### src/rtl/i2c_eeprom_pkg.sv
// ============================================================================
// Module   : i2c_eeprom_pkg
// Purpose  : Shared FSM states, address default and ACK levels for the
//            I2C EEPROM slave controller.
// Revision : 1.0
// ============================================================================
`default_nettype none

package i2c_eeprom_pkg;

  typedef enum logic [3:0] {
    ST_IDLE      = 4'd0,
    ST_DEV       = 4'd1,
    ST_DEV_ACK   = 4'd2,
    ST_WADDR     = 4'd3,
    ST_WADDR_ACK = 4'd4,
    ST_WDATA     = 4'd5,
    ST_WDATA_ACK = 4'd6,
    ST_RD_LOAD   = 4'd7,
    ST_RDATA     = 4'd8,
    ST_RD_MACK   = 4'd9
  } state_e;

  localparam logic [6:0] DEV_ADDR_DEFAULT = 7'b1010000;
  localparam logic       ACK_BIT          = 1'b0;
  localparam logic       NACK_BIT         = 1'b1;

  function automatic logic addr_match(input logic [7:0] dev_byte, input logic [6:0] addr);
    return dev_byte[7:1] == addr;
  endfunction

endpackage

`default_nettype wire

### src/rtl/i2c_bus_cond.sv
// ============================================================================
// Module   : i2c_bus_cond
// Purpose  : Synchronizes SCL/SDA and flags SCL edges, START and STOP.
// Revision : 1.0
// ============================================================================
`default_nettype none

module i2c_bus_cond (
  input  logic clk,
  input  logic reset,
  input  logic scl_i,
  input  logic sda_i,
  output logic sda_o,
  output logic scl_rise_o,
  output logic scl_fall_o,
  output logic start_o,
  output logic stop_o
);

  logic [1:0] scl_sync_q;
  logic [1:0] sda_sync_q;
  logic       scl_prev_q;
  logic       sda_prev_q;
  logic       w_scl;
  logic       w_sda;

  // Reset to 1 so an idle bus never produces a false edge after reset.
  always_ff @(posedge clk or posedge reset) begin
    if (reset) begin
      scl_sync_q <= 2'b11;
      sda_sync_q <= 2'b11;
      scl_prev_q <= 1'b1;
      sda_prev_q <= 1'b1;
    end else begin
      scl_sync_q <= {scl_sync_q[0], scl_i};
      sda_sync_q <= {sda_sync_q[0], sda_i};
      scl_prev_q <= scl_sync_q[1];
      sda_prev_q <= sda_sync_q[1];
    end
  end

  assign w_scl      = scl_sync_q[1];
  assign w_sda      = sda_sync_q[1];
  assign sda_o      = w_sda;
  assign scl_rise_o = w_scl & ~scl_prev_q;
  assign scl_fall_o = ~w_scl & scl_prev_q;
  assign start_o    = w_scl & scl_prev_q & sda_prev_q & ~w_sda;
  assign stop_o     = w_scl & scl_prev_q & ~sda_prev_q & w_sda;

endmodule

`default_nettype wire

### src/rtl/i2c_eeprom_slave_ctrl.sv
// ============================================================================
// Module   : i2c_eeprom_slave_ctrl
// Purpose  : I2C slave front end for an EEPROM: address/data reception and
//            sequential reads, driving an external address counter.
// Revision : 1.0
// ============================================================================
`default_nettype none

module i2c_eeprom_slave_ctrl
  import i2c_eeprom_pkg::*;
#(
  parameter logic [6:0] DEV_ADDR = DEV_ADDR_DEFAULT
) (
  input  logic       clk,
  input  logic       reset,
  input  logic       scl_in,
  input  logic       sda_in,
  output logic       sda_oe,
  output logic [7:0] word_addr,
  output logic       addr_load,
  output logic       inc,
  output logic       wr_en,
  output logic [7:0] wr_data,
  output logic       rd_req,
  input  logic [7:0] rd_data,
  output logic       busy
);

  logic w_sda;
  logic w_scl_rise;
  logic w_scl_fall;
  logic w_start;
  logic w_stop;

  i2c_bus_cond u_bus_cond (
    .clk        (clk),
    .reset      (reset),
    .scl_i      (scl_in),
    .sda_i      (sda_in),
    .sda_o      (w_sda),
    .scl_rise_o (w_scl_rise),
    .scl_fall_o (w_scl_fall),
    .start_o    (w_start),
    .stop_o     (w_stop)
  );

  state_e     state_q;
  logic [2:0] bit_cnt_q;
  logic       done_q;
  logic [7:0] shift_q;
  logic [7:0] rd_byte_q;
  logic       mack_q;
  logic       inc_pend_q;
  logic       sda_oe_q;
  logic [7:0] word_addr_q;
  logic [7:0] wr_data_q;
  logic       addr_load_q;
  logic       inc_q;
  logic       wr_en_q;
  logic       rd_req_q;
  logic       busy_q;

  always_ff @(posedge clk or posedge reset) begin
    if (reset) begin
      state_q     <= ST_IDLE;
      bit_cnt_q   <= 3'd0;
      done_q      <= 1'b0;
      shift_q     <= 8'h00;
      rd_byte_q   <= 8'h00;
      mack_q      <= NACK_BIT;
      inc_pend_q  <= 1'b0;
      sda_oe_q    <= 1'b0;
      word_addr_q <= 8'h00;
      wr_data_q   <= 8'h00;
      addr_load_q <= 1'b0;
      inc_q       <= 1'b0;
      wr_en_q     <= 1'b0;
      rd_req_q    <= 1'b0;
      busy_q      <= 1'b0;
    end else begin
      addr_load_q <= 1'b0;
      wr_en_q     <= 1'b0;
      rd_req_q    <= 1'b0;
      inc_pend_q  <= 1'b0;
      inc_q       <= inc_pend_q;
      if (w_start) begin
        state_q   <= ST_DEV;
        bit_cnt_q <= 3'd0;
        done_q    <= 1'b0;
        sda_oe_q  <= 1'b0;
        busy_q    <= 1'b1;
      end else if (w_stop) begin
        state_q   <= ST_IDLE;
        bit_cnt_q <= 3'd0;
        done_q    <= 1'b0;
        sda_oe_q  <= 1'b0;
        busy_q    <= 1'b0;
      end else begin
        case (state_q)
          ST_IDLE: begin
            busy_q <= 1'b0;
          end
          ST_DEV, ST_WADDR, ST_WDATA: begin
            if (w_scl_rise) begin
              shift_q   <= {shift_q[6:0], w_sda};
              bit_cnt_q <= bit_cnt_q + 3'd1;
              if (bit_cnt_q == 3'd7) done_q <= 1'b1;
            end else if (w_scl_fall && done_q) begin
              done_q <= 1'b0;
              if (state_q == ST_DEV) begin
                sda_oe_q <= addr_match(shift_q, DEV_ADDR);
                state_q  <= ST_DEV_ACK;
              end else if (state_q == ST_WADDR) begin
                sda_oe_q    <= 1'b1;
                word_addr_q <= shift_q;
                addr_load_q <= 1'b1;
                state_q     <= ST_WADDR_ACK;
              end else begin
                sda_oe_q   <= 1'b1;
                wr_data_q  <= shift_q;
                wr_en_q    <= 1'b1;
                inc_pend_q <= 1'b1;
                state_q    <= ST_WDATA_ACK;
              end
            end
          end
          ST_DEV_ACK: begin
            if (!addr_match(shift_q, DEV_ADDR)) begin
              sda_oe_q <= 1'b0;
              busy_q   <= 1'b0;
              state_q  <= ST_IDLE;
            end else if (w_scl_fall) begin
              sda_oe_q <= 1'b0;
              if (shift_q[0]) begin
                rd_req_q <= 1'b1;
                state_q  <= ST_RD_LOAD;
              end else begin
                state_q  <= ST_WADDR;
              end
            end
          end
          ST_WADDR_ACK, ST_WDATA_ACK: begin
            if (w_scl_fall) begin
              sda_oe_q <= 1'b0;
              state_q  <= ST_WDATA;
            end
          end
          // rd_data is valid the cycle after rd_req, i.e. once rd_req_q has dropped.
          ST_RD_LOAD: begin
            if (!rd_req_q) begin
              rd_byte_q <= rd_data;
              sda_oe_q  <= ~rd_data[7];
              bit_cnt_q <= 3'd0;
              state_q   <= ST_RDATA;
            end
          end
          ST_RDATA: begin
            if (w_scl_rise) begin
              bit_cnt_q <= bit_cnt_q + 3'd1;
              if (bit_cnt_q == 3'd7) done_q <= 1'b1;
            end else if (w_scl_fall) begin
              if (done_q) begin
                done_q   <= 1'b0;
                sda_oe_q <= 1'b0;
                inc_q    <= 1'b1;
                state_q  <= ST_RD_MACK;
              end else begin
                sda_oe_q <= ~rd_byte_q[3'd7 - bit_cnt_q];
              end
            end
          end
          ST_RD_MACK: begin
            if (w_scl_rise) begin
              mack_q <= w_sda;
            end else if (w_scl_fall) begin
              if (mack_q == ACK_BIT) begin
                rd_req_q <= 1'b1;
                state_q  <= ST_RD_LOAD;
              end else begin
                busy_q  <= 1'b0;
                state_q <= ST_IDLE;
              end
            end
          end
          default: begin
            sda_oe_q <= 1'b0;
            busy_q   <= 1'b0;
            state_q  <= ST_IDLE;
          end
        endcase
      end
    end
  end

  assign sda_oe    = sda_oe_q;
  assign word_addr = word_addr_q;
  assign addr_load = addr_load_q;
  assign inc       = inc_q;
  assign wr_en     = wr_en_q;
  assign wr_data   = wr_data_q;
  assign rd_req    = rd_req_q;
  assign busy      = busy_q;

endmodule

`default_nettype wire

### config.mk
export PLATFORM = sky130hd
export DESIGN_NAME = i2c_eeprom_slave_ctrl
export DESIGN_NICKNAME = d
export VERILOG_FILES = /design/src/rtl/i2c_eeprom_pkg.sv /design/src/rtl/i2c_bus_cond.sv /design/src/rtl/i2c_eeprom_slave_ctrl.sv
export SDC_FILE = /design/constraint.sdc
export NUM_CORES = 1
export LEC_CHECK = 0
export ABC_AREA = 1
export BUFFER_PORTS_ARGS = -buffer_cell sky130_fd_sc_hd__buf_4
export CAP_MARGIN = 30
export CORE_ASPECT_RATIO = 1.4
export CORE_UTILIZATION = 35
export DETAILED_ROUTE_END_ITERATION = 7
export GPL_TIMING_DRIVEN = 0
export SLEW_MARGIN = 20
export SYNTH_ARGS = -nofsm -noshare
export SYNTH_HDL_FRONTEND = slang
export SYNTH_HIERARCHICAL = 1
export SYNTH_SLANG_ARGS = --single-unit
export TNS_END_PERCENT = 10
### constraint.sdc
create_clock -name clk -period 2.9 [get_ports clk]
set_input_delay 0 -clock clk [delete_from_list [all_inputs] [get_ports clk]]
set_output_delay 0 -clock clk [all_outputs]
set_load 0.02 [all_outputs]
Yosys cells after proc, flatten, opt, wreduce, memory -nomap -nowiden
Cells that the tools add are included.
Widths: inputs -> output; s select.
- add/sub/neg operators: 2
- magnitude comparators: 1
- eq/ne operators: 29
- multiplexer cells: 81
- bitwise gates (word level): 19
- reductions and logical operators: 19
- operators with widths (operator ; number):
    $mux 1 ; 53
    $mux 4 ; 13
    $ne 4x2->1 const B ; 8
    $pmux 4 s7 ; 1
    $mux 3 ; 7
    $eq 4x3->1 const B ; 4
    $reduce_and 7->1 ; 2
    $ne 4x4->1 const B ; 3
    $not 1->1 ; 12
    $reduce_and 4->1 ; 3
    $reduce_and 11->1 ; 1
    $ne 5x2->1 const B ; 2
    $ne 3x1->1 const B ; 3
    $eq 4x2->1 const B ; 2
    $eq 4x4->1 const B ; 2
    $reduce_bool 4->1 ; 2
    $and 1x1->1 ; 7
    $eq 7x7->1 const B ; 1
    $reduce_or 7->1 ; 1
    $pmux 1 s6 ; 1
    $pmux 3 s2 ; 1
    $reduce_and 3->1 ; 2
    $reduce_and 6->1 ; 1
    $ne 5x3->1 const B ; 1
    other kinds (16) ; 18
- flip-flop bits (word level): 53
- bits of input ports: 12
- output and inout port bits: 22

Depth between registers and ports, before layout
Gate-level depths: netlist (run 1).
- depth in word-level cells: 10
- mapped depth: 14
- mapped depth without buffers: 13

Cells and area by module
Netlist (run 1), hierarchy kept.
- by module, submodules not included (module ; instances ; cells an instance ; area each (um2)):
    i2c_eeprom_slave_ctrl ; 1 ; 317 ; 2548.7
    i2c_bus_cond ; 1 ; 18 ; 202.7

Worst setup path before layout (run 1)
Ideal clock, no wire load.
- kind: reg2reg
- from: register u_bus_cond.scl_sync_q[1]
- to: register state_q[0]
- arrival: 1.711 ns
- required time: 2.784 ns
- path slack: 1.072 ns
- stages on the path, launching flop included: 13
- path buffers: 1
- clock period less this slack: 1.828 ns
- cell sequence: dfstp_2 -> nand2_1 -> nor2_1 -> nor2_2 -> buf_6 -> nand2_1 -> inv_2 -> nand2_4 -> nand2_1 -> a21oi_2 -> nand2_2 -> nand2_1 -> nand2_1
- word-level cells in the longest chain between the ends: 5
- elaborated cells on any way between the ends: 23
- ends and longest elaborated chain (item ; line ; RTL):
    start: declaration ; i2c_bus_cond.sv:20 ; logic [1:0] scl_sync_q;
    start signal: assignment ; i2c_bus_cond.sv:35 ; scl_sync_q <= {scl_sync_q[0], scl_i};
    $and 1x1->1 * (3 in a row) ; i2c_bus_cond.sv:47 ; assign start_o = w_scl & scl_prev_q & sda_prev_q & ~w_sda;
    via w_start ; i2c_eeprom_slave_ctrl.sv:32 ; logic w_start;
    $ne 5x3->1 (no line) (tied with other cells) ; - ;
    $reduce_and 11->1 (no line) ; - ;
    end signal: assignment ; i2c_eeprom_slave_ctrl.sv:65 ; state_q <= ST_IDLE;
    end signal: assignment ; i2c_eeprom_slave_ctrl.sv:87 ; state_q <= ST_DEV;
    end signal: assignment ; i2c_eeprom_slave_ctrl.sv:93 ; state_q <= ST_IDLE;
    end: declaration ; i2c_eeprom_slave_ctrl.sv:47 ; state_e state_q;
The timed path passes the listed nets; every way through them passes the cells marked *.
A chain may end at the register's enable or synchronous reset.

Worst setup path in the final report (run 1)
- from: register u_bus_cond.scl_sync_q[1]
- to: register state_q[1]
Same word-level chain as after synthesis.

==> results.md, run 1 <==
Final layout:
- The area growth from synthesis to layout is 21.8%.
- The final layout contains 401 nets.
- The layout cell share with drive strength beyond 1 is 24.7%.
- 0 antenna diodes ended up in the layout.

Critical path:
- Together, buffers and inverters on the worst path number 2.
- In this run the worst path has a maximum fanout of 10.
- STA classifies the critical path startpoint as a register.
- The setup path with the least slack is of type register to register.
- Data arrives at the worst endpoint at 2400 ps.
- The start of the worst register-to-register path is u_bus_cond/scl_sync_q[1]$_DFF_PP1_.
- The signal on the critical path passes through nand2_1, nor2_1, nor2_2, buf_6, nand2_1, inv_2, nand2_4, nand2_1, a21oi_2, nand2_2, nand2_1, nand2_1.
- The cell with the most instances on the worst path is sky130_fd_sc_hd__nand2_1.
- The worst reg2reg path depth is 12.
- The worst path required time is 3110 ps.
- The worst register-to-register path ends at state_q[1]$_DFFE_PP0P_.
- In this design, the largest share of critical-path delay is due to simple AND/OR/NAND/NOR gates.
- The cell with the largest stage delay on the worst path is sky130_fd_sc_hd__dfstp_2.
- Across all register-to-register paths, the minimum setup slack is 710 ps.
- The largest single stage delay on the critical path is 570 ps.
- The critical path capture point type is a register.

Logic synthesis:
- The arithmetic-cell share of the synthesized area counting full adders, half adders and majority gates is 0.910%.
- Yosys attributes the largest share of cell area to sky130_fd_sc_hd__dfrtp_1 (42%), sky130_fd_sc_hd__nand2_1 (14%), sky130_fd_sc_hd__dfstp_2 (6.7%).
- After synthesis the cells add up to 0.00275 mm2.
- The compound-cell area share of the yosys netlist is 7.46%.
- The number of instances in the synthesized netlist is 335.
- When the netlist entered floorplanning its net count stood at 349.
- The portion of synthesized area spent on multiplexers is 3.82%.
- By area, the combinational part of the netlist is dominated by simple AND/OR/NAND/NOR gates.
- Each instance of the synthesized netlist takes up on average 8.21 um2.
- The largest area contributor in the synthesized netlist is sky130_fd_sc_hd__dfrtp_1.
- The count of warnings emitted by yosys is 6.
- Counting flops and latches in the post-synthesis netlist gives 53.
- The share of the synthesized area in the top cell type is 41.8%.
- The synthesized netlist devotes 0% of its cell area to XOR and XNOR gates.
- Summing the sequential cell areas from Yosys gives 48.5% of the chip area.
- The simple-gate share of the synthesized area is 31.6%.
- Counting distinct cell types in the post-synthesis netlist gives 29.

Die:
- The die covers 0.00822 mm2.
- The number of top-level pins is 34.
- The area inside the core boundary is 0.00750 mm2.
- Row generation in the floorplan step produced 37 rows.
- The height of the chip is 107 um.
- The floorplan step set the die width to 76.9 um.
- The initial core utilization is 36.7%.

Outcome:
- The run finished with clean final reports.

Placement:
- Summed over all nets, the half-perimeter wirelength after detailed placement is 4710 um.
- The weighted congestion at the end of routability-driven global placement is 0.938.
- Input and output buffers added on the ports amount to 33.

STA:
- For the pin with the worst max-slew slack, the measured transition is 440 ps.
- Setup violations remaining at the end of the flow were counted as 0.
- Setup repair after global routing left no endpoint under its margin.
- Adding up every negative setup slack in the final design gives 0 ps.
- The number of hold-slack violations in the final timing report is 0.
- The final period utilization is 75.5%.
- The number of max-slew violations in the final report came to 0.
- Static timing analysis puts the maximum clock frequency at 457 MHz.
- The clock arrives with 6.88 ps of skew.
- In this run the tightest slew margin relative to its limit is 70.5%.
- The shortest period the worst path allows is 2190 ps.

Routing:
- The final routed DRC violation total is 0.
- The ratio of routed vias to standard cells is 4.69.
- After the first detailed-routing iteration, the DRC count stood at 117.
- The routed wire length per instance is 12.9 um.
- The length of the first detailed-routing pass in iterations is 4.
- The total number of vias is 2277.
- The final routed wirelength across all metal layers is 6240 um.
- The remaining antenna violation count is 0.

Global routing:
- Entering global routing, the biggest net connects 34 pins.
- The via count of the first global-routing pass is 2334.
- Global routing consumed, over all layers together, 17.1% of the routing resources.
- The first global-routing pass estimated 11100 um of wire.
- Global routing finished with a remaining overflow of 0.
- The initial antenna violation count came to 0.

Clocking:
- TritonCTS built the clock tree.
- The number of hold buffers added after CTS is 11.
- The later pin in the worst-skew pair is clocked with a latency of 310 ps.
- The maximum clock path buffer count is 2.
- The number of levels the H-tree was split into is 2.
- In this run, post-CTS repair resized a total of 0 instances.
- The post-CTS repair timing setup buffer count is 0.
- Clock-pin slew was measured on the worst setup and hold paths at 100 ps.
- Buffers inserted during clock tree synthesis total 5.
- Counting every sink on the clock net gives 53.
- The master cell of the clock root buffer is sky130_fd_sc_hd__clkbuf_8.

Flow run:
- The max-cap violation count is 0.

Pwr:
- After layout, the design draws a total of 1.70 mW.
- The total power density per cell area is 509 mW/mm2.
- IR analysis of the VDD net gives a maximum drop of 0.350 mV.
- The analysis attributes to cell leakage a power of 1.76 nW.

Min path:
- The class of the tightest hold or removal check is input port to async pin.
-- cell usage in the layout, fill, tap and decap left out, types with 4 or more instances in the layout --
master                          instances
sky130_fd_sc_hd__nand2_1              104
sky130_fd_sc_hd__buf_4                 33
sky130_fd_sc_hd__dfstp_2                7
sky130_fd_sc_hd__a21oi_1                6
sky130_fd_sc_hd__o21ai_1               25
sky130_fd_sc_hd__nand4_1                4
sky130_fd_sc_hd__dlygate4sd3_1         11
sky130_fd_sc_hd__nor2_2                 6
sky130_fd_sc_hd__dfrtp_1               46
sky130_fd_sc_hd__nand2_2                8
sky130_fd_sc_hd__nand3b_1               5
sky130_fd_sc_hd__inv_2                 11
sky130_fd_sc_hd__mux2_4                 7
sky130_fd_sc_hd__nor2_1                27
sky130_fd_sc_hd__nand3_1               16
sky130_fd_sc_hd__o21ai_0                4
sky130_fd_sc_hd__clkbuf_8               6
sky130_fd_sc_hd__inv_1                 37
-- where the power goes --
group          internal, mW  leakage (nW)  switching, mW  total, mW
registers             0.777         0.693         0.0471      0.824
clock network         0.199        0.0518          0.267      0.466
logic                 0.147          1.01          0.267      0.414
-- synthesized netlist by cell type (all sizes together) --
library cell	n
nand2	114
mux2	7
nor3	3
inv	48
a21o	1
dfrtp	46
nand3	20
o211ai	1
dfstp	7
buf	4
nand3b	6
nor2	35
a21oi	7
a31oi	1
o21ai	29
nand4	4
ha	2
-- how the worst max path moves through the flow --
stage	to	cells after the start	slack (ps)	startpoint
after floorplan	state_q[0]$_DFFE_PP0P_	12	1070	u_bus_cond/scl_sync_q[1]$_DFF_PP1_
after global placement	state_q[0]$_DFFE_PP0P_	12	750	u_bus_cond/scl_sync_q[1]$_DFF_PP1_
after detailed placement	state_q[0]$_DFFE_PP0P_	12	710	u_bus_cond/scl_sync_q[1]$_DFF_PP1_
after CTS	state_q[0]$_DFFE_PP0P_	12	670	u_bus_cond/scl_sync_q[1]$_DFF_PP1_
after global routing	state_q[1]$_DFFE_PP0P_	12	510	u_bus_cond/scl_sync_q[1]$_DFF_PP1_
final	state_q[1]$_DFFE_PP0P_	12	710	u_bus_cond/scl_sync_q[1]$_DFF_PP1_
-- logic make-up after synthesis --
family,after synthesis
flops,53
mux,7
fa+ha+maj,2
compound gates,39
simple gates,182
buf+inv,52
-- per-layer routing --
layer  GRT usage, %  routed length (um)  vias to the layer above
li1               -                   -                     1166
met1           20.6                2730                     1048
met2           30.5                3120                       52
met3           2.81                 216                       11
met4           6.04                 168                        0
met5              0                   0                        -
-- worst register-to-register path, delay by kind of cell, from the launching register on --
family | cells | cell delay, ps
compound gates | 1 | 210
buf+inv | 2 | 240
simple gates | 9 | 1080
flops | 1 | 570
-- through the flow --
| stage | std cells | hold WS (ps) | utilization [%] | instance area [um2] | setup slack (ps) |
|---|---|---|---|---|---|
| after detailed placement | 466 | 5.91 | 41.9 | 3140 | 705 |
| after CTS | 485 | 226 | 44.7 | 3350 | 674 |
| final | 485 | 209 | 44.7 | 3350 | 710 |
| after global routing | 485 | 254 | 44.7 | 3350 | 505 |
| after floorplan | 335 | -0.977 | - | 2750 | 1070 |
| after global placement | 465 | 109 | 41.6 | 3120 | 751 |
-- cell type report --
class / instances / area [um2]
plain buffers: 4 / 32.5
clock inverters: 2 / 17.5
repair buffers: 45 / 378
well taps: 97 / 121
fillers: 770 / 4150
flip-flops and latches: 53 / 1340
inverters: 48 / 180
clock buffers: 6 / 82.6
multi-input cells: 230 / 1200
-- registers in the layout (all words and copies together) (netlist names), 2 cells and up --
signal	flops
state_q	4
shift_q	8
u_bus_cond/scl_sync_q	2
wr_data	8
word_addr	8
bit_cnt_q	3
u_bus_cond/sda_sync_q	2
rd_byte_q	8
Note: power is estimated with default switching activity, not from simulation.
==> run 2: changes to the inputs <==
- clock period: 2.9 -> 1.8 ns (I/O delays scaled with it)
==> results.md, run 2 (same netlist as run 1, synthesis figures left out) <==
STA:
- The number of max-slew violations in the final report was 0 (unchanged).
- The maximum clock frequency is 559 MHz (+22%).
- Setup repair after global routing could not meet its margin everywhere.
- The shortest period the worst path allows is 1790 ps (-402 ps).
- The worst relative slew slack is 76.1% (+5.5 points).
- The number of hold-slack violations in the final timing report is 0 (unchanged).
- The final period utilization came to 99.4% (+24 points).
- The final setup violation count was 0 (unchanged).
- The slew at the pin closest to its max-slew limit was 358 ps (-81.8 ps).
- The setup clock skew after layout is 5.34 ps (-1.54 ps).

Final layout:
- The total number of nets in the final design is 426 (+6.2%).
- The library cells used most frequently in the layout, excluding fill and tap cells, are sky130_fd_sc_hd__nand2_1 (89), sky130_fd_sc_hd__buf_4 (54), sky130_fd_sc_hd__dfrtp_1 (46).
- The library cell used most frequently in the layout, excluding fill and tap cells, is sky130_fd_sc_hd__nand2_1.
- The signed area change from the synthesized netlist to the final layout is 34.9%.
- The fill cell total of the finished layout is 720 (-6.5%).
- The non-filler instance count after layout is 510 (+5.2%).
- The layout cell share with drive strength beyond 1 was 35.1% (+10 points).
- The antenna diode instance count was 0 (unchanged).

Pwr:
- The total power density per cell area is 762 mW/mm2 (+50%).
- The overall power of the completed layout is 2.83 mW (+66%).
- The worst-case vdd ir drop is 0.448 mV (+28%).
- The cell leakage power was 1.93 nW (+9.7%).

Critical path:
- The category of the most critical setup path is register to register.
- The data arrival time of the worst path is 2050 ps (-350 ps).
- The largest fanout on the critical path is 7 (-3).
- The critical path capture point type is a register.
- The worst path required time is 2060 ps (-1050 ps).
- The element type at the critical path start is a register.

Global routing:
- The remaining global-route overflow was 0 (unchanged).
- The maximum number of pins on one net before global-route repair came to 34 (unchanged).
- The global routing usage summed across all routing layers is 17.9% (+0.79 points).
- The initial antenna violation count was 0 (unchanged).
- The first-pass GRT wire length was 11600 um (+4.5%).
- The via count of the first global-routing pass is 2533 (+8.5%).

Routing:
- The length of the first detailed-routing pass in iterations is 6 (+2).
- The final routed DRC violation total is 0 (unchanged).
- The ratio of routed vias to standard cells came to 4.77 (+1.6%).
- The number of DRC markers after the initial detailed-route iteration is 104 (-11%).
- The remaining antenna violation count came to 0 (unchanged).
- The total number of vias came to 2432 (+6.8%).
- The routed wire length per instance is 13.2 um (+2.5%).
- The final routed wirelength across all metal layers is 6720 um (+7.8%).

Clocking:
- TritonCTS built the clock tree.
- The number of levels the H-tree was split into is 2 (unchanged).
- CTS placed an instance of sky130_fd_sc_hd__clkbuf_8 at the clock tree root.
- The clock sink total is 53 (unchanged).
- The clock-pin slew reported for the worst setup and hold paths after clock tree synthesis is 100 ps (about the same).
- The number of buffers created by CTS came to 5 (unchanged).
- The later-pin clock latency in the skew report is 310 ps (about the same).
- The maximum clock path buffer count was 2 (unchanged).

Placement:
- The number of instances in the placed design is 466 (unchanged).
- The weighted congestion at the end of routability-driven global placement is 0.887 (-5.4%).
- The estimated wirelength of the detail-placed design is 4760 um (+1.1%).
- The number of buffers added on ports is 33 (unchanged).

Die:
- The cell row count came to 37 (unchanged).
- The initial core utilization is 36.7% (unchanged).
- The overall die area is 0.00822 mm2 (unchanged).
- The number of top-level pins was 34 (unchanged).
- The area inside the core boundary was 0.00750 mm2 (unchanged).
- The horizontal die dimension was 76.9 um (unchanged).
- The height of the chip is 107 um (unchanged).

Outcome:
- The flow ran to the end, and the final reports show no timing, DRC or antenna violations.

Min path:
- The path class of the tightest hold or removal check is input port to async pin.

Flow run:
- The max-cap violation count was 0 (unchanged).
-- run 2: power by group --
part	leakage (nW)	total (mW)	internal (mW)	switching, mW
registers	0.693	1.33	1.25	0.0775
clock network	0.0518	0.737	0.320	0.417
logic	1.18	0.761	0.276	0.485
total	1.93	2.83	1.85	0.980
-- run 2: what timing repair did --
action	in CTS	in global routing
setup buffers	11	13
endpoints found under the hold margin	55	0
hold buffers	11	0
endpoints found under the setup margin	39	31
pin swaps	6	11
cloned	1	0
gates resized for setup	17	27
-- run 2: final cells by class --
class | count | area [um2] | share of cell area, %
Multi-Input combinational cell | 230 | 1340 | 36.2
Sequential cell | 53 | 1340 | 36.0
Timing Repair Buffer | 70 | 589 | 15.9
Inverter | 48 | 183 | 4.92
Tap cell | 97 | 121 | 3.27
Clock buffer | 6 | 82.6 | 2.23
Buffer | 4 | 38.8 | 1.05
Clock inverter | 2 | 17.5 | 0.472
-- run 2: worst max-delay path, stage by stage (launching register included) --
cell,delay (ps)
sky130_fd_sc_hd__dfstp_2,600
sky130_fd_sc_hd__nand2_4,80
sky130_fd_sc_hd__nor2_4,140
sky130_fd_sc_hd__nor2_4,50
sky130_fd_sc_hd__buf_6,140
sky130_fd_sc_hd__buf_6,120
sky130_fd_sc_hd__nand3_4,100
sky130_fd_sc_hd__nand2_2,70
sky130_fd_sc_hd__nor2_2,120
sky130_fd_sc_hd__nand2_1,80
sky130_fd_sc_hd__nor2_2,120
sky130_fd_sc_hd__nand2_1,70
sky130_fd_sc_hd__nand2_1,60
-- run 2: per-layer routing --
| metal | vias up | wire (um) | global-route usage, % | share of wire [%] |
|---|---|---|---|---|
| met5 | - | 0 | 0 | 0 |
| met4 | 0 | 233 | 9.62 | 3.5 |
| met3 | 19 | 273 | 3.40 | 4.1 |
| met2 | 73 | 3390 | 31.6 | 50 |
| met1 | 1134 | 2830 | 20.3 | 42 |
| li1 | 1206 | - | - | - |
-- run 2: path summary, 6_finish.rpt --
| path | from | to | slack [ps] | cells after the start |
|---|---|---|---|---|
| max reg2reg | u_bus_cond/scl_prev_q$_DFF_PP1_ | state_q[2]$_DFFE_PP0P_ | 10 | 12 |
| min reg2reg | u_bus_cond/sda_sync_q[0]$_DFF_PP1_ | u_bus_cond/sda_sync_q[1]$_DFF_PP1_ | 360 | 0 |
| min | reset | inc$_DFF_PP0_ | 220 | 3 |
| max | u_bus_cond/scl_prev_q$_DFF_PP1_ | state_q[2]$_DFFE_PP0P_ | 10 | 12 |
| min in group clk | scl_in | u_bus_cond/scl_sync_q[0]$_DFF_PP1_ | 330 | 2 |
| max in group asynchronous | reset | mack_q$_DFFE_PP1P_ | 1040 | 4 |
-- run 2: per-stage QoR --
stage / setup WS (ps) / util [%] / instance area [um2] / hold slack (ps) / TNS [ps]
after floorplan: 9.29 / - / 2750 / -0.977 / 0
after global placement: -335 / 41.6 / 3120 / 109 / -7800
after detailed placement: -332 / 41.9 / 3140 / 5.67 / -6370
after CTS: -17.1 / 46.9 / 3520 / 221 / -17.2
after global routing: -65.9 / 49.5 / 3710 / 246 / -556
final: 11.4 / 49.5 / 3710 / 217 / 0
==> run 3: changes to the inputs <==
- REMOVE_ABC_BUFFERS: not set -> 1
==> results.md, run 3 (same netlist as run 1, synthesis figures left out) <==
Die:
- The initial core utilization is 36.7% (unchanged).
- The area inside the core boundary is 0.00750 mm2 (unchanged).
- The height of the chip came to 107 um (unchanged).
- The cell row count was 37 (unchanged).
- The horizontal die dimension is 76.9 um (unchanged).
- The number of top-level pins is 34 (unchanged).
- The overall die area is 0.00822 mm2 (unchanged).

Clocking:
- The TritonCTS clock tree is built.
- The clock sink total is 53 (unchanged).
- The master cell of the clock root buffer is sky130_fd_sc_hd__clkbuf_8.
- The number of levels the H-tree was split into is 2 (unchanged).
- The number of buffers created by CTS is 5 (unchanged).
- The clock-pin slew reported for the worst setup and hold paths after clock tree synthesis came to 100 ps (about the same).
- The later-pin clock latency in the skew report came to 320 ps (about the same).
- The maximum clock path buffer count is 2 (unchanged).

Routing:
- The remaining antenna violation count was 0 (unchanged).
- The routed wire length per instance came to 13.6 um (+3.5%).
- The total number of vias was 2385 (-1.9%).
- The number of DRC markers after the initial detailed-route iteration is 115 (+11%).
- The ratio of routed vias to standard cells is 4.81 (+0.84%).
- The final routed DRC violation total is 0 (unchanged).
- The final routed wirelength across all metal layers came to 6770 um (+0.64%).
- The length of the first detailed-routing pass in iterations is 4 (-2).

Placement:
- The estimated wirelength of the detail-placed design was 4550 um (-4.2%).
- The instance area at placement was 0.00311 mm2 (-1.1%).
- The weighted congestion at the end of routability-driven global placement is 0.882 (-0.52%).
- The number of buffers added on ports is 33 (unchanged).

Pwr:
- The total power density per cell area is 795 mW/mm2 (+4.3%).
- The net switching power is 1.01 mW (+3.5%).
- The worst-case vdd ir drop is 0.432 mV (-3.6%).
- The overall power of the completed layout was 2.86 mW (+1.3%).
- The clock share of power came to 26.2% (about the same).
- The sequential fraction of design power is 46.5% (-0.5 points).
- The share of total power in combinational logic came to 27.3% (+0.4 points).
- The switching share of power is 35.4% (+0.77 points).
- The internal cell power is 1.85 mW (about the same).
- The cell leakage power is 1.81 nW (-6.2%).

STA:
- The final setup violation count is 0 (unchanged).
- The number of max-slew violations in the final report is 0 (unchanged).
- The slew at the pin closest to its max-slew limit is 647 ps (+289 ps).
- The worst relative slew slack came to 56.7% (-19 points).
- The setup clock skew after layout is 10.4 ps (+5.09 ps).
- The final period utilization is 98.3% (-1.1 points).
- The shortest period the worst path allows is 1770 ps (-19.4 ps).
- The number of hold-slack violations in the final timing report is 0 (unchanged).
- Setup repair after global routing could not meet its margin everywhere.
- The maximum clock frequency was 565 MHz (+1.1%).

Final layout:
- The total number of nets in the final design is 412 (-3.3%).
- The register area is 0.00134 mm2 (unchanged).
- The area of combinational cells with multiple inputs was 0.00139 mm2 (+3.3%).
- The fill cell total of the finished layout is 774 (+7.5%).
- The core occupancy in the finished layout was 48.0% (-1.4 points).
- Relative to the synthesized area, the layout overhead comes to 31.0%.
- The layout cell share with drive strength beyond 1 was 31.8% (-3.3 points).
- The antenna diode instance count is 0 (unchanged).
- The library cells used most frequently in the layout, excluding fill and tap cells, are sky130_fd_sc_hd__nand2_1 (95), sky130_fd_sc_hd__dfrtp_1 (46), sky130_fd_sc_hd__buf_4 (42).
- The cell area after layout is 0.00360 mm2 (-2.9%).
- The commonest non-fill, non-tap cell in the layout is sky130_fd_sc_hd__nand2_1.

Flow run:
- The max-cap violation count is 0 (unchanged).

Critical path:
- Traced cell by cell, the critical path runs through nand2_4, nor2_4, nor2_4, nand2_1, nor2_1, inv_2, nand2_1, a21oi_2, nand2_2, nand2_1, nand2_1.
- The cell with the most instances on the worst path is sky130_fd_sc_hd__nand2_1.
- The buffering stage count on the worst path with inverters included is 1 (-1).
- The largest stage delay on the critical path is 620 ps (+20 ps).
- The largest fanout on the critical path is 5 (-2).
- The category of the most critical setup path is register to register.
- In this design, the largest share of critical-path delay is due to simple AND/OR/NAND/NOR gates.
- The cell with the largest stage delay on the worst path is sky130_fd_sc_hd__dfstp_2.
- The slack of the worst reg-to-reg path was 30 ps (+20 ps).
- The critical path capture point type is a register.
- The data arrival time of the worst path was 1980 ps (-70 ps).
- The worst setup path is launched from a register.
- The worst path required time is 2010 ps (-50 ps).
- The start of the worst register-to-register path is u_bus_cond/scl_sync_q[1]$_DFF_PP1_.
- The worst reg2reg path depth is 11 (-1).
- The end of the worst register-to-register path is state_q[3]$_DFFE_PP0P_.

Outcome:
- The flow ran to the end, and the final reports show no timing, DRC or antenna violations.

Global routing:
- The remaining global-route overflow is 0 (unchanged).
- The maximum number of pins on one net before global-route repair is 33 (-2.9%).
- The global routing usage summed across all routing layers was 17.4% (-0.51 points).
- The initial antenna violation count is 0 (unchanged).
- The first-pass GRT wire length is 11100 um (-4.4%).
- The via count of the first global-routing pass was 2370 (-6.4%).

Min path:
- The class of the tightest hold or removal check is input port to async pin.
run 3: worst reg2reg max path: stages (launching register included):
cell                      delay [ps]
sky130_fd_sc_hd__dfstp_2         620
sky130_fd_sc_hd__nand2_4          90
sky130_fd_sc_hd__nor2_4          140
sky130_fd_sc_hd__nor2_4           80
sky130_fd_sc_hd__nand2_1         110
sky130_fd_sc_hd__nor2_1           70
sky130_fd_sc_hd__inv_2            70
sky130_fd_sc_hd__nand2_1          80
sky130_fd_sc_hd__a21oi_2         190
sky130_fd_sc_hd__nand2_2         110
sky130_fd_sc_hd__nand2_1          70
sky130_fd_sc_hd__nand2_1          50
run 3: routing by layer:
metal / share of wire (%) / track usage [%]
met1: 44 / 20.7
met2: 50 / 30.7
met3: 4.1 / 3.40
met4: 2.3 / 6.59
met5: 0 / 0
run 3: how the worst max path moves through the flow:
stage                                       start                  endpoint  slack, ps  cells after the start
2_1_floorplan  u_bus_cond/sda_sync_q[1]$_DFF_PP1_    wr_data[0]$_DFFE_PP0P_       -160                      9
3_3_place_gp   u_bus_cond/sda_sync_q[1]$_DFF_PP1_    wr_data[5]$_DFFE_PP0P_       -710                      9
3_5_place_dp   u_bus_cond/sda_sync_q[1]$_DFF_PP1_    wr_data[5]$_DFFE_PP0P_       -670                      9
4_1_cts                    state_q[3]$_DFFE_PP0P_  bit_cnt_q[2]$_DFFE_PP0P_          2                      9
5_1_grt        u_bus_cond/scl_sync_q[1]$_DFF_PP1_    state_q[3]$_DFFE_PP0P_        -70                     12
6_report       u_bus_cond/scl_sync_q[1]$_DFF_PP1_    state_q[3]$_DFFE_PP0P_         30                     11
run 3: cell type report:
class,instances,area share [%]
flip-flops and latches,53,37.0
well taps,97,3.37
multi-input cells,234,38.5
inverters,48,5.07
repair buffers,56,13.2
clock buffers,6,2.29
clock inverters,2,0.486
run 3: timing repair:
action | CTS | global route
endpoints found under the setup margin | 46 | 33
endpoints found under the hold margin | 31 | 0
setup buffers | 6 | 5
hold buffers | 11 | 0
pin swaps | 6 | 10
gates cloned | 2 | 2
gates resized for setup | 14 | 23
run 3: through the flow:
step           setup slack, ps  instances  TNS (ps)  hold slack [ps]
2_1_floorplan             -161        331     -2140           -0.977
3_3_place_gp              -708        461    -17690              109
4_1_cts                   1.94        489         0              248
6_report                  30.9        496         0              232
3_5_place_dp              -666        462    -16280             28.8
5_1_grt                  -66.5        496      -846              260
run 3: power groups by stage:
stage	clock network, mW	registers, mW	logic [mW]
after global placement	0	1.35	0.638
after global routing	0.814	1.34	0.885
final	0.750	1.33	0.783
after detailed placement	0	1.35	0.644
after CTS	0.772	1.33	0.720
after floorplan	0	1.33	0.503
